## src/rtl/pc2drone_clk_pkg.sv

```systemverilog
// Shared types and helpers for the PLL clock manager and its clock-enable dividers.
// Latency: n/a (declarations only).
// Backpressure: n/a.
package pc2drone_clk_pkg;

  // Lock sequencing states
  typedef enum logic [1:0] {
    WAIT_LOCK = 2'd0,
    STABILISE = 2'd1,
    RUN       = 2'd2,
    FAULT     = 2'd3
  } clk_state_t;

  // Divisor loaded into every channel at reset (1 = enable every cycle)
  localparam logic [15:0] DEFAULT_DIV_INIT = 16'd1;

  // Channel-index width, never narrower than one bit
  function automatic int ch_idx_w(input int n_ch);
    return (n_ch > 1) ? $clog2(n_ch) : 1;
  endfunction

endpackage

```

## src/rtl/pc2drone_ce_div.sv

```systemverilog
// One clock-enable channel: counts 0..D-1 and strobes ce at the wrap; D of 0/1 gives ce every enabled cycle.
// Latency: ce is registered, first strobe D cycles after en rises.
// Backpressure: none; a new divisor waits in a shadow register until the current period completes.
module pc2drone_ce_div
  import pc2drone_clk_pkg::*;
#(
  parameter int               DIV_W       = 16,
  parameter logic [DIV_W-1:0] DEFAULT_DIV = DIV_W'(DEFAULT_DIV_INIT)
) (
  input  logic             clk,
  input  logic             rst_n,
  input  logic             en,
  input  logic             load,
  input  logic [DIV_W-1:0] value,
  output logic             ce
);

  logic [DIV_W-1:0] shadow_div;
  logic [DIV_W-1:0] active_div;
  logic [DIV_W-1:0] cnt;
  logic             wrap;

  // Divisors 0 and 1 wrap every cycle; otherwise wrap on the last count of the period
  assign wrap = (active_div <= DIV_W'(1)) || (cnt >= active_div - DIV_W'(1));

  // Shadow divisor: last write wins until the active divisor picks it up
  always_ff @(posedge clk or negedge rst_n) begin
    if (!rst_n) begin
      shadow_div <= DEFAULT_DIV;
    end else if (load) begin
      shadow_div <= value;
    end
  end

  // Period counter; active divisor only changes at a wrap or while stopped
  always_ff @(posedge clk or negedge rst_n) begin
    if (!rst_n) begin
      active_div <= DEFAULT_DIV;
      cnt        <= '0;
      ce         <= 1'b0;
    end else if (!en) begin
      active_div <= shadow_div;
      cnt        <= '0;
      ce         <= 1'b0;
    end else if (wrap) begin
      active_div <= shadow_div;
      cnt        <= '0;
      ce         <= 1'b1;
    end else begin
      cnt        <= cnt + 1'b1;
      ce         <= 1'b0;
    end
  end

endmodule

```

## src/rtl/pc2drone_clkgen.sv

```systemverilog
// PLL clock manager: lock synchroniser, lock-stability FSM, synchronous reset release, N_CH clock-enable channels.
// Latency: ready/rst_sync_n rise 2 + STABLE_CYCLES + 1 cycles after LOCK is seen; fall 3 cycles after LOCK drops.
// Backpressure: none; divisor writes to nonexistent channels are dropped.
module pc2drone_clkgen
  import pc2drone_clk_pkg::*;
#(
  parameter int               N_CH          = 4,
  parameter int               DIV_W         = 16,
  parameter int               STABLE_CYCLES = 1024,
  parameter logic [DIV_W-1:0] DEFAULT_DIV   = DIV_W'(DEFAULT_DIV_INIT),
  parameter int               LOSS_CNT_W    = 8
) (
  input  logic                      PLLOUTGLOBAL,
  input  logic                      RESET,
  input  logic                      LOCK,
  input  logic                      div_load,
  input  logic [ch_idx_w(N_CH)-1:0] div_ch,
  input  logic [DIV_W-1:0]          div_value,
  output logic                      rst_sync_n,
  output logic                      ready,
  output logic [N_CH-1:0]           ce,
  output logic                      lock_lost,
  output logic [LOSS_CNT_W-1:0]     loss_count
);

  localparam int                CH_IDX_W  = ch_idx_w(N_CH);
  localparam int                STAB_W    = $clog2(STABLE_CYCLES);
  localparam logic [STAB_W-1:0] STAB_LAST = STAB_W'(STABLE_CYCLES - 1);

  logic              lock_m;
  logic              lock_s;
  clk_state_t        state;
  clk_state_t        state_nxt;
  logic [STAB_W-1:0] stab_cnt;
  logic [STAB_W-1:0] stab_nxt;
  logic              ce_en;

  // Two-flop synchroniser for the asynchronous PLL lock
  always_ff @(posedge PLLOUTGLOBAL or negedge RESET) begin
    if (!RESET) begin
      lock_m <= 1'b0;
      lock_s <= 1'b0;
    end else begin
      lock_m <= LOCK;
      lock_s <= lock_m;
    end
  end

  // FSM state and stability counter registers
  always_ff @(posedge PLLOUTGLOBAL or negedge RESET) begin
    if (!RESET) begin
      state    <= WAIT_LOCK;
      stab_cnt <= '0;
    end else begin
      state    <= state_nxt;
      stab_cnt <= stab_nxt;
    end
  end

  // Next state: require an unbroken run of lock before releasing downstream logic
  always_comb begin
    state_nxt = state;
    stab_nxt  = stab_cnt;
    case (state)
      WAIT_LOCK: begin
        stab_nxt = '0;
        if (lock_s) state_nxt = STABILISE;
      end
      STABILISE: begin
        if (!lock_s) begin
          state_nxt = WAIT_LOCK;
          stab_nxt  = '0;
        end else if (stab_cnt == STAB_LAST) begin
          state_nxt = RUN;
          stab_nxt  = '0;
        end else begin
          stab_nxt  = stab_cnt + 1'b1;
        end
      end
      RUN: begin
        if (!lock_s) state_nxt = FAULT;
      end
      FAULT: begin
        state_nxt = WAIT_LOCK;
      end
      default: begin
        state_nxt = WAIT_LOCK;
        stab_nxt  = '0;
      end
    endcase
  end

  // Registered status: reset release tracks RUN, loss flag is sticky, loss count saturates
  always_ff @(posedge PLLOUTGLOBAL or negedge RESET) begin
    if (!RESET) begin
      rst_sync_n <= 1'b0;
      ready      <= 1'b0;
      lock_lost  <= 1'b0;
      loss_count <= '0;
    end else begin
      rst_sync_n <= (state_nxt == RUN);
      ready      <= (state_nxt == RUN);
      if (state == FAULT) begin
        lock_lost <= 1'b1;
        if (loss_count != '1) loss_count <= loss_count + 1'b1;
      end
    end
  end

  // Channels run only while RUN persists; a wrap coinciding with lock loss is suppressed
  assign ce_en = (state == RUN) && lock_s;

  for (genvar i = 0; i < N_CH; i++) begin : g_ch
    logic ch_load;
    assign ch_load = div_load && (div_ch == CH_IDX_W'(i));

    pc2drone_ce_div #(
      .DIV_W       (DIV_W),
      .DEFAULT_DIV (DEFAULT_DIV)
    ) u_div (
      .clk   (PLLOUTGLOBAL),
      .rst_n (RESET),
      .en    (ce_en),
      .load  (ch_load),
      .value (div_value),
      .ce    (ce[i])
    );
  end

endmodule

```

## config.mk

```make
export PLATFORM = sky130hd
export DESIGN_NAME = pc2drone_clkgen
export DESIGN_NICKNAME = d
export VERILOG_FILES = /design/src/rtl/pc2drone_clk_pkg.sv /design/src/rtl/pc2drone_ce_div.sv /design/src/rtl/pc2drone_clkgen.sv
export SDC_FILE = /design/constraint.sdc
export NUM_CORES = 1
export LEC_CHECK = 0
export CORE_UTILIZATION = 25
export CTS_CLUSTER_SIZE = 30
export DETAILED_ROUTE_END_ITERATION = 7
export PLACE_DENSITY = 0.5
export SYNTH_ARGS = -nofsm -noshare
export SYNTH_HDL_FRONTEND = slang
export SYNTH_HIERARCHICAL = 1
export SYNTH_SLANG_ARGS = --single-unit
```

## constraint.sdc

```tcl
create_clock -name PLLOUTGLOBAL -period 4.24 [get_ports PLLOUTGLOBAL]
set_input_delay 1.272 -clock PLLOUTGLOBAL [delete_from_list [all_inputs] [get_ports PLLOUTGLOBAL]]
set_output_delay 1.272 -clock PLLOUTGLOBAL [all_outputs]
set_load 0.05 [all_outputs]
```

### After elaboration in Yosys (flattened, before gate mapping)

Cells that the tools add are included.

* add/sub/neg operators: 10
* order comparisons: 8
* eq/ne operators: 13
* reduce and logical (&&, ||, !) cells: 13
* muxes and demuxes: 32

Operators by type and width (count)
* $mux 16: 16
* $add 16x1->16 const B: 4
* $ge 16x16->1: 4
* $le 16x1->1 const B: 4
* $sub 16x1->16 const B: 4
* $mux 10: 2
* $pmux 10 s2: 1
* $add 10x1->10 const B: 1
* $eq 10x10->1 const B: 1
* $eq 2x2->1 const B: 5
* $add 8x1->8 const B: 1
* $mux 1: 8
* $mux 2: 4
* $ne 8x8->1 const B: 1
* $pmux 2 s4: 1
* $ne 2x1->1 const B: 3
* $logic_and 1x1->1: 5
* $eq 2x1->1 const B: 2
* $logic_not 2->1: 2
* $logic_or 1x1->1: 4
* $ne 2x2->1 const B: 1
* $reduce_and 2->1: 1
* $reduce_bool 2->1: 1

* output and inout bits: 15
* logic and storage cells: 99
* input bits: 22
* register bits after elaboration: 220

### Longest topological paths before layout

Gate-level depths: netlist of run 1.

* word-level depth: 5
* mapped depth: 16
* gate-level depth less buffers: 14

### Cells and area by module

The synthesis of run 1 kept the hierarchy.

Modules (own cells, without submodules)
* pc2drone_ce_div at g_ch[0].u_div ...: sequential area each 1228.7 um^2, cells an instance 224, instances 3, area an instance 2666.3 um^2
* pc2drone_ce_div at g_ch[1].u_div: sequential area each 1228.7 um^2, cells an instance 224, instances 1, area an instance 2586.2 um^2
* pc2drone_clkgen: sequential area each 600.6 um^2, cells an instance 106, instances 1, area an instance 1156.1 um^2

### Worst setup path before layout of run 1

OpenSTA, ideal clock, no wires.

* path type: reg2reg
* from: reg g_ch[1].u_div.active_div[1]
* to: reg g_ch[1].u_div.active_div[10]
* library setup time: 128 ps
* required time: 4112 ps
* clock period less this slack: 3518 ps
* stages on the path, launching flop included: 16
* slack: 722 ps
* data arrival time: 3390 ps
* path buffers: 1
* cell sequence: dfrtp_1 inv_1 ha_1 nand2_2 or4_4 or4_4 nor3_2 xnor2_1 ha_1 nand4_1 or3_1 a31oi_1 nor4_2 nand2_2 buf_4 mux2_1

* cells in the longest elaborated chain, start to end: 4
* elaborated cells between the ends (all ways): 5
* those cells by class: add/sub: 1; order compare: 2; eq/ne: 1; reduce/logical: 1

RTL lines
* start, declared: line pc2drone_ce_div.sv:19 `logic [DIV_W-1:0] active_div;`
* start signal, assigned: line pc2drone_ce_div.sv:42 `active_div <= shadow_div;`
* start signal, assigned: line pc2drone_ce_div.sv:46 `active_div <= shadow_div;`
* $sub 16x1->16: line pc2drone_ce_div.sv:24 `assign wrap = (active_div <= DIV_W'(1)) || (cnt >= active_div - DIV_W'(1));`
* $ge 16x16->1: line pc2drone_ce_div.sv:24
* $logic_or 1x1->1 (*): line pc2drone_ce_div.sv:24
* $ne 2x1->1 (no source line) (*)

Every way passes the cells marked *; elsewhere a longest branch is shown, timed or not.
A chain may end at the register's enable or synchronous reset.

### Worst setup path after layout of run 1

* from: reg g_ch[1].u_div.active_div[1]
* to: reg g_ch[1].u_div.active_div[2]

Same word-level chain as after synthesis.

==> summary by stage, run 1 <==
STA
The ratio of final minimum period to clock period is 0.9143. The worst slew margin relative to its limit is 0.3460. Setup repair after global routing left no endpoint under its margin. The setup clock skew after layout is approximately 16 ps. After routing, the total negative slack on setup checks comes to 0 ps. The maximum clock rate is 258.0 MHz. The minimum clock period after layout is roughly 3900 ps.

For the pin with the worst max-slew slack, the measured transition is between 900 and 1000 ps. The number of slew-limit violations in the final report is 0. Setup violations remaining at the end of the flow were counted as 0. The number of hold violations in the final report is 0.

Finish
The number of cells in the finished layout apart from fillers is between 1,500 and 2,000. Of the cells placed in the final design, the portion with a size suffix greater than 1 is 0.1927. Fill cells in the final layout number 4,781. The multi-input combinational cell area is 5958 µm². Registers take 5515 µm². The core occupancy in the finished layout is 0.2936. The most common cell after layout, fill and taps aside is sky130_fd_sc_hd__dfrtp_1.

The synthesis-to-finish area growth is 16.18%. In the layout the commonest cells are 212 x sky130_fd_sc_hd__dfrtp_1, 110 x sky130_fd_sc_hd__nor2_1, 78 x sky130_fd_sc_hd__ha_1. The net count of the finished layout is 1,150.

Clock tree
The number of clock buffers inserted by TritonCTS is 26. The library cell used as clock root buffer is sky130_fd_sc_hd__clkbuf_16. The H-tree depth is 1. The number of hold buffers added after cts is 0. The clock-pin slew on the worst setup and hold paths is 60 ps.

At the later pin of the worst-skew pair, clock insertion delay measures around 540 ps. The clock net in this run drives a total of 220 sinks. The number of gates resized after CTS is 0. Post-CTS timing repair inserted 0 buffers for setup. The maximum number of buffers from clock root to sink is 3. The TritonCTS clock tree is yes.

Floorplanning
The top-level I/O count is 37. The die is 218.7 µm tall. The core region is between 40,000 and 50,000 µm².

The starting utilization of the core area is 0.2527. In this run the horizontal extent of the chip is around 220 µm. The die covers about 48,000 µm².

The floorplan has 79 rows.

Yosys
The number of storage elements in the synthesis netlist is 220. The count of flip-flops with a built-in enable after synthesis is 0. The top flip-flop cell by instance count after synthesis is sky130_fd_sc_hd__dfrtp_1. The average size of a mapped cell is around 12 µm². The cell area after synthesis is approximately 12,000 µm². The distinct cell type count of the synthesized netlist is 60. For this run, the register share of the synthesized area comes to 0.4697. The async set-reset flop share out of synthesis is 1.000. The total of warnings raised by yosys is 6. The synthesized instance count is around 1,000. Counting every net in the synthesized netlist gives between 1,000 and 1,500.

Setup path
The startpoint kind of the worst setup timing path is a flop. For the worst setup path, the data arrival time is ~4300 ps. STA classifies the critical path endpoint as a flop. The data required time at the worst endpoint is 4650 ps. Along the worst path, the maximum fanout reaches 17. The reg-to-reg startpoint is g_ch[1].u_div/active_div[1]. The critical path is of the flop to flop type. The setup check on the worst reg-to-reg path leaves a slack of between 300 and 400 ps. The terminus of the critical flop-to-flop path is g_ch[1].u_div/active_div[2]. The worst reg-to-reg path cell count is 13.

Placed design
The cell total after placement is 1,629. Port buffering added 36 buffers. The half-perimeter wire length after detailed placement is about 18,000 µm. At the end of routability-driven placement, the weighted congestion stood at roughly 0.75.

Global route
Across every metal layer, demand over resource in global routing totals 0.1081. The number of antenna violations at the first check in global routing was 2. Entering global routing, the biggest net connects 80 pins.

The via count of the first global-routing pass is between 7,000 and 8,000. The overall overflow remaining after global route is 0. The first-pass GRT wire length is 41,340 µm.

Outcome
The run finished with clean final reports.

Min path
The hold-critical path endpoint is lock_s. The worst hold path belongs to the class flop to flop. The source of the worst hold timing path is lock_m. The number of cells on the worst hold path is 0.

Routing
The aggregate routed wire length is about 25,000 µm. The number of nets with antenna violations after detailed routing is 0. The routed wire length per instance is roughly 15 µm. The routed via count divided by cell count is 4.398. The vias after detailed routing is between 7,000 and 8,000. The post-route DRC violation count is 0.

The count of TritonRoute iterations in the first routing pass is 4. The iteration-0 DRC count of the detailed router is 286.

Flow run
The number of max-cap violations is 0.

Pwr
The peak supply drop is between 0.0002 and 0.0003 V. The leakage power is roughly 0.0059 µW. The power density over cell area is about 420 nW/µm².
## worst max-delay path, cell delays in order, from the launching register on
cell and delay (ps):
sky130_fd_sc_hd__dfrtp_1 400, sky130_fd_sc_hd__inv_1 100, sky130_fd_sc_hd__ha_1 230, sky130_fd_sc_hd__nand2_2 90, sky130_fd_sc_hd__or4_4 430, sky130_fd_sc_hd__or4_4 440, sky130_fd_sc_hd__nor3_2 130, sky130_fd_sc_hd__xnor2_1 130
sky130_fd_sc_hd__ha_1 260, sky130_fd_sc_hd__nand4_1 130, sky130_fd_sc_hd__o221ai_1 160, sky130_fd_sc_hd__nor4_2 420, sky130_fd_sc_hd__nand2_2 360, sky130_fd_sc_hd__mux2_1 470
## cell usage after synthesis (all sizes together) (5+ instances only)
cell | n | area share
a21oi | 21 | 0.0099
a31oi | 5 | 0.0027
and2 | 5 | 0.0027
and3 | 38 | 0.020
and4 | 5 | 0.0047
buf | 19 | 0.017
dfrtp | 212 | 0.45
dfstp | 8 | 0.018
ha | 78 | 0.083
inv | 17 | 0.0054
mux2 | 129 | 0.14
nand2 | 69 | 0.024
nand3 | 22 | 0.0094
nand4 | 31 | 0.017
nor2 | 111 | 0.036
nor2b | 7 | 0.0037
nor3 | 27 | 0.013
nor4 | 6 | 0.0081
o21a | 5 | 0.0032
o21ai | 12 | 0.0051
or3 | 8 | 0.0043
xnor2 | 65 | 0.048
xor2 | 58 | 0.043
## cell families after synthesis
| logic type | Yosys count | synth area share |
|---|---|---|
| AO/OA/AOI/OAI | 65 | 0.03783 |
| XOR/XNOR | 123 | 0.09175 |
| adder cells (fa/ha/maj) | 78 | 0.08312 |
| buffers and inverters | 40 | 0.02323 |
| flip-flops | 220 | 0.4697 |
| multiplexers | 130 | 0.1380 |
| AND/OR/NAND/NOR | 346 | 0.1563 |
## sequential cells by signal, indices dropped and copies added, names as in the netlist
register and cells:
g_ch.u_div/ce 4, ready 1, loss_count 8, stab_cnt 10
state 2, g_ch.u_div/active_div 64, lock_s 1, lock_lost 1
g_ch.u_div/shadow_div 64, g_ch.u_div/cnt 64, lock_m 1
## layer usage
metal,track usage,wire (µm)
met5,0,0
met4,0.03056,463
met3,0.01601,769
met2,0.1795,11780
met1,0.1449,11830
## final cells by class
cell class / instances / area share
well taps: 607 / 0.05568
clock inverters: 11 / 0.01018
inverters: 17 / 0.004678
flip-flops and latches: 220 / 0.4043
clock buffers: 36 / 0.05568
repair buffers: 43 / 0.03247
multi-input cells: 742 / 0.4368
diodes: 1 / 0.0001835
## stage by stage
stage               hold slack (ps)  worst slack, ps  cell area, µm²  power [µW]
finish                        350.4            363.6           13640        5680
global route                  366.5            55.52           13640        5989
CTS                           355.5            308.4           13640        5795
detailed placement            341.0            327.2           12740        3407
global placement              332.0            453.7           12740        3377
floorplan                     331.2            722.0           11740        3135
## report_power, final
part	leakage [µW]	switching (µW)	internal [µW]	total, µW
registers	0.00278	215	2350	2560
clock network	0.000440	900	1430	2330
logic	0.00263	353	434	787
total	0.00585	1470	4210	5680
## worst max-delay path by stage
stage / startpoint / to / slack (ps) / cells past startpoint
after floorplan: g_ch[1].u_div/active_div[1] / g_ch[1].u_div/active_div[10] / 720 / 15
after global placement: g_ch[1].u_div/active_div[1] / g_ch[1].u_div/active_div[1] / 450 / 13
after detailed placement: g_ch[1].u_div/active_div[1] / g_ch[1].u_div/active_div[2] / 330 / 13
after CTS: g_ch[1].u_div/active_div[1] / g_ch[1].u_div/active_div[2] / 310 / 13
after global routing: g_ch[1].u_div/active_div[1] / g_ch[1].u_div/active_div[12] / 60 / 13
final: g_ch[1].u_div/active_div[1] / g_ch[1].u_div/active_div[2] / 360 / 13
Power figures use the tool's default switching activity.
==> inputs of run 2 (changes only) <==
--- a/config.mk
+++ b/config.mk
@@ -9,6 +9,7 @@
 export CTS_CLUSTER_SIZE = 30
 export DETAILED_ROUTE_END_ITERATION = 7
 export PLACE_DENSITY = 0.5
+export SKIP_LAST_GASP = 1
 export SYNTH_ARGS = -nofsm -noshare
 export SYNTH_HDL_FRONTEND = slang
 export SYNTH_HIERARCHICAL = 1
==> results of run 2 <==
The final DEF is identical to that of run 1; final timing and power are the same.
==> inputs of run 3 (changes only) <==
--- a/config.mk
+++ b/config.mk
@@ -5,6 +5,7 @@
 export SDC_FILE = /design/constraint.sdc
 export NUM_CORES = 1
 export LEC_CHECK = 0
+export ABC_AREA = 1
 export CORE_UTILIZATION = 25
 export CTS_CLUSTER_SIZE = 30
 export DETAILED_ROUTE_END_ITERATION = 7
==> run 3 against run 2 <==
Net effect:
- core utilization is essentially flat
- fmax is 17% higher
- non-clock buffer count increased by 4
- sequential share of layout area is 2.9 points lower
- via count grew 27%
- worst hold slack hardly changed
- critical path type unchanged
==> summary by stage, run 3 <==
Outcome
Result of the run: finished clean (unchanged).

Finish
Most frequent cells in the layout: 367 x sky130_fd_sc_hd__nand2_1, 212 x sky130_fd_sc_hd__dfrtp_1, 174 x sky130_fd_sc_hd__nor2_1 (was 212 x sky130_fd_sc_hd__dfrtp_1, 110 x sky130_fd_sc_hd__nor2_1, 78 x sky130_fd_sc_hd__ha_1). The net count of the finished layout came to 1,600 (was 1,150). Largest regs: g_ch.u_div/active_div (64), g_ch.u_div/cnt (64), g_ch.u_div/shadow_div (64) (unchanged). The number of inserted diodes is 0 (was 1). The final non-filler cell area is 14,700 µm² (was 13,640 µm²). The number of fill cells in the layout is 5,387 (was 4,781). The synthesis-to-finish area growth came to 16.16% (was 16.18%). The area occupied by registers came to 5515 µm² (unchanged). The fraction of layout cells with a size suffix above 1 is 0.1211 (was 0.1927). The most common cell after layout, fill and taps aside is sky130_fd_sc_hd__nand2_1 (was sky130_fd_sc_hd__dfrtp_1).

The multi-input combinational cell area is 6326 µm² (was 5958 µm²).

Placed design
The placer congestion estimate came to 0.8030 (was 0.7454). The area after detailed placement is 13,720 µm² (was 12,740 µm²). The number of input and output port buffers inserted is 36 (unchanged). The half-perimeter wire length after detailed placement is 19,260 µm (was 17,550 µm).

STA
The maximum clock rate is 302.2 MHz (was 258.0 MHz). The setup clock skew after layout is 8.799 ps (was 16.21 ps). The number of slew-limit violations in the final report came to 0 (unchanged). The ratio of final minimum period to clock period is 0.7805 (was 0.9143). Setup repair after global routing missed its margin: no (unchanged). The number of hold violations in the final report is 0 (unchanged). The sum of negative setup slack is 0 ps (unchanged). The final count of negative-setup-slack endpoints is 0 (unchanged). The actual slew at the worst max-slew pin is 721.1 ps (was 981.1 ps). The minimum clock period after layout is 3309 ps (was 3876 ps). The worst slew margin relative to its limit came to 0.5192 (was 0.3460).

Clock tree
The maximum number of buffers from clock root to sink came to 3 (unchanged). The H-tree depth is 1 (unchanged). The number of setup buffers added after CTS came to 0 (unchanged). The clock insertion delay at the later pin of the skew report came to 540 ps (about the same). The number of gates resized after CTS is 0 (unchanged). The total clock sinks is 220 (unchanged). The number of hold buffers added after cts is 0 (unchanged). The number of clock buffers inserted by TritonCTS is 26 (unchanged). The TritonCTS clock tree is yes (unchanged). The library cell used as clock root buffer is sky130_fd_sc_hd__clkbuf_16 (unchanged). The clock-pin slew on the worst setup and hold paths came to 60 ps (about the same).

Routing
The iteration-0 DRC count of the detailed router came to 343 (was 286). The aggregate routed wire length is 27,030 µm (was 24,840 µm). The count of TritonRoute iterations in the first routing pass was 4 (unchanged). The vias after detailed routing is 9,369 (was 7,375). The routed via count divided by cell count is 4.274 (was 4.398). The post-route DRC violation count is 0 (unchanged). The number of nets with antenna violations after detailed routing is 0 (unchanged). The routed wire length per instance is 12.33 µm (was 14.81 µm).

Global route
The pin count of the biggest net entering global routing is 91 (was 80). The via count of the first global-routing pass is 9,495 (was 7,650). The number of antenna violations at the first check in global routing came to 1 (was 2). The overall overflow remaining after global route is 0 (unchanged).

The first-pass GRT wire length was 47,370 µm (was 41,340 µm). The global router's overall resource usage is 0.1116 (was 0.1081).

Yosys
The distinct cell type count of the synthesized netlist is 35 (was 60). The most frequently used cell type in the post-synthesis netlist is sky130_fd_sc_hd__nand2_1 (was sky130_fd_sc_hd__dfrtp_1). The count of flip-flops with a built-in enable after synthesis is 0 (unchanged). The synthesized instance count is 1,464 (was 1,002). The fraction of post-synthesis cell area in the top cell type by area is 0.4193 (was 0.4518). The average size of a mapped cell is 8.643 µm² (was 11.72 µm²).

The dominant combinational cell family by area after synthesis is simple AND/OR/NAND/NOR gates (unchanged). The area fraction in and, or, nand and nor cells after synthesis was 0.2650 (was 0.1563). The most area-hungry cell type in the Yosys netlist is sky130_fd_sc_hd__dfrtp_1 (unchanged). The synthesized-area fraction occupied by xor and xnor cells is 0.07752 (was 0.09175). The register area share after synthesis was 0.4359 (was 0.4697).

The area fraction in compound gates after synthesis is 0.02136 (was 0.03783). The total of warnings raised by yosys came to 6 (unchanged). The cell area after synthesis is 12,650 µm² (was 11,740 µm²). The async set-reset flop share out of synthesis came to 1.000 (unchanged).

The number of storage elements in the synthesis netlist was 220 (unchanged). The net count after synthesis is 1,564 (was 1,102). Leading cell types by total area after synthesis: sky130_fd_sc_hd__dfrtp_1 42%, sky130_fd_sc_hd__nand2_1 11%, sky130_fd_sc_hd__ha_1 7.7% (was sky130_fd_sc_hd__dfrtp_1 45%, sky130_fd_sc_hd__ha_1 8.3%, sky130_fd_sc_hd__mux2_2 6.8%). The proportion of synthesized area in mux cells was 0.05696 (was 0.1380).

Leading post-synthesis cells by instance count: 367 x sky130_fd_sc_hd__nand2_1, 212 x sky130_fd_sc_hd__dfrtp_1, 174 x sky130_fd_sc_hd__nor2_1, 151 x sky130_fd_sc_hd__inv_1, 79 x sky130_fd_sc_hd__nand4_1 (was 212 x sky130_fd_sc_hd__dfrtp_1, 110 x sky130_fd_sc_hd__nor2_1, 78 x sky130_fd_sc_hd__ha_1, 71 x sky130_fd_sc_hd__mux2_2, 65 x sky130_fd_sc_hd__xnor2_1). The top flip-flop cell by instance count after synthesis is sky130_fd_sc_hd__dfrtp_1 (unchanged). The adder-cell area share of the yosys netlist is 0.07713 (was 0.08312).

Floorplanning
The site row count is 82 (was 79). The starting utilization of the core area is 0.2527 (about the same). The top-level I/O count is 37 (unchanged).

The overall die area is 51,520 µm² (was 47,840 µm²). The height of the die came to 227.0 µm (was 218.7 µm). The floorplan die width is 227.0 µm (was 218.7 µm). The core area is 50,070 µm² (was 46,460 µm²).

Flow run
The number of max-cap violations came to 0 (unchanged).

Setup path
The maximum fanout along the worst path came to 32 (was 17). The startpoint kind of the worst setup timing path is a flop (unchanged). The worst reg-to-reg path cell count is 14 (was 13). The critical path class was flop to flop (unchanged). The critical path data arrival time is 3730 ps (was 4290 ps). The data required time at the worst endpoint was 4660 ps (was 4650 ps). The kind of end point of the critical path is a flop (unchanged).

Pwr
The leakage power is 0.006735 µW (was 0.005854 µW). The peak supply drop is 0.0003055 V (was 0.0002657 V). The power density over cell area is 403.2 nW/µm² (was 416.4 nW/µm²).

Min path
The kind of path behind the tightest hold check is flop to flop (unchanged). The number of cells on the worst hold path was 0 (unchanged).
run 3: cell types whose count changed in the layout (fill, tap and decap cells not counted), moves of 16 or more:
cell | before | now
sky130_fd_sc_hd__and3_1 | 37 | 0
sky130_fd_sc_hd__inv_1 | 17 | 151
sky130_fd_sc_hd__mux2_1 | 16 | 0
sky130_fd_sc_hd__mux2_4 | 42 | 0
sky130_fd_sc_hd__nand2_1 | 64 | 367
sky130_fd_sc_hd__nand3_1 | 22 | 63
sky130_fd_sc_hd__nand4_1 | 30 | 79
sky130_fd_sc_hd__nor2_1 | 110 | 174
sky130_fd_sc_hd__nor2_2 | 1 | 27
sky130_fd_sc_hd__xnor2_1 | 65 | 43
run 3: cells by family after synthesis:
logic type	after synthesis
compound gates	46
simple gates	754
buf+inv	190
xor+xnor	112
flops	220
fa+ha+maj	78
mux	64
run 3: per-layer routing:
metal / GRT usage / part of all wire
met4: 0.02317 / 0.019
met1: 0.1560 / 0.50
met2: 0.1785 / 0.44
met5: 0 / 0
met3: 0.02130 / 0.042
run 3: worst paths after layout:
kind	startpoint	slack, ps	to
max reg2reg	g_ch[3].u_div/active_div[2]	930	g_ch[3].u_div/active_div[4]
max	g_ch[3].u_div/active_div[2]	930	g_ch[3].u_div/active_div[4]
min	lock_m	350	lock_s
min in group asynchronous	RESET	720	loss_count[7]
min reg2reg	lock_m	350	lock_s
max in group asynchronous	RESET	2640	g_ch[2].u_div/ce
run 3: critical path, stage by stage, from the launching register on:
cell	delay [ps]
sky130_fd_sc_hd__dfrtp_1	430
sky130_fd_sc_hd__nor2_1	150
sky130_fd_sc_hd__nand2_1	100
sky130_fd_sc_hd__nor4_1	400
sky130_fd_sc_hd__nand2_1	130
sky130_fd_sc_hd__xnor2_1	180
sky130_fd_sc_hd__inv_1	70
sky130_fd_sc_hd__ha_1	310
sky130_fd_sc_hd__a21o_1	180
sky130_fd_sc_hd__nor2_1	90
sky130_fd_sc_hd__nand2_1	90
sky130_fd_sc_hd__nor2_4	360
sky130_fd_sc_hd__nand3_4	440
sky130_fd_sc_hd__nand2_1	160
sky130_fd_sc_hd__nand2_1	80
run 3: where the power goes:
part,internal [µW],switching (µW)
Clock,1620,910
Combinational,379,456
Sequential,2350,216
run 3: layout make-up:
| type | count | share of cell area |
|---|---|---|
| Timing Repair Buffer | 47 | 0.03218 |
| Tap cell | 672 | 0.05721 |
| Sequential cell | 220 | 0.3752 |
| Clock buffer | 31 | 0.04835 |
| Clock inverter | 17 | 0.01805 |
| Multi-Input combinational cell | 1054 | 0.4304 |
| Inverter | 151 | 0.03856 |
run 3: per-stage QoR:
| stage | util | setup WS [ps] | cells | hold slack, ps | power [µW] |
|---|---|---|---|---|---|
| 5_1_grt | 0.2936 | 512.1 | 2192 | 359.3 | 6298 |
| 4_1_cts | 0.2936 | 933.5 | 2192 | 354.8 | 6039 |
| 3_3_place_gp | 0.2741 | 986.0 | 2144 | 337.2 | 3428 |
| 3_5_place_dp | 0.2741 | 961.9 | 2144 | 341.9 | 3456 |
| 6_report | 0.2936 | 930.8 | 2192 | 350.8 | 5926 |
| 2_1_floorplan | - | 1742 | 1464 | 331.2 | 3177 |
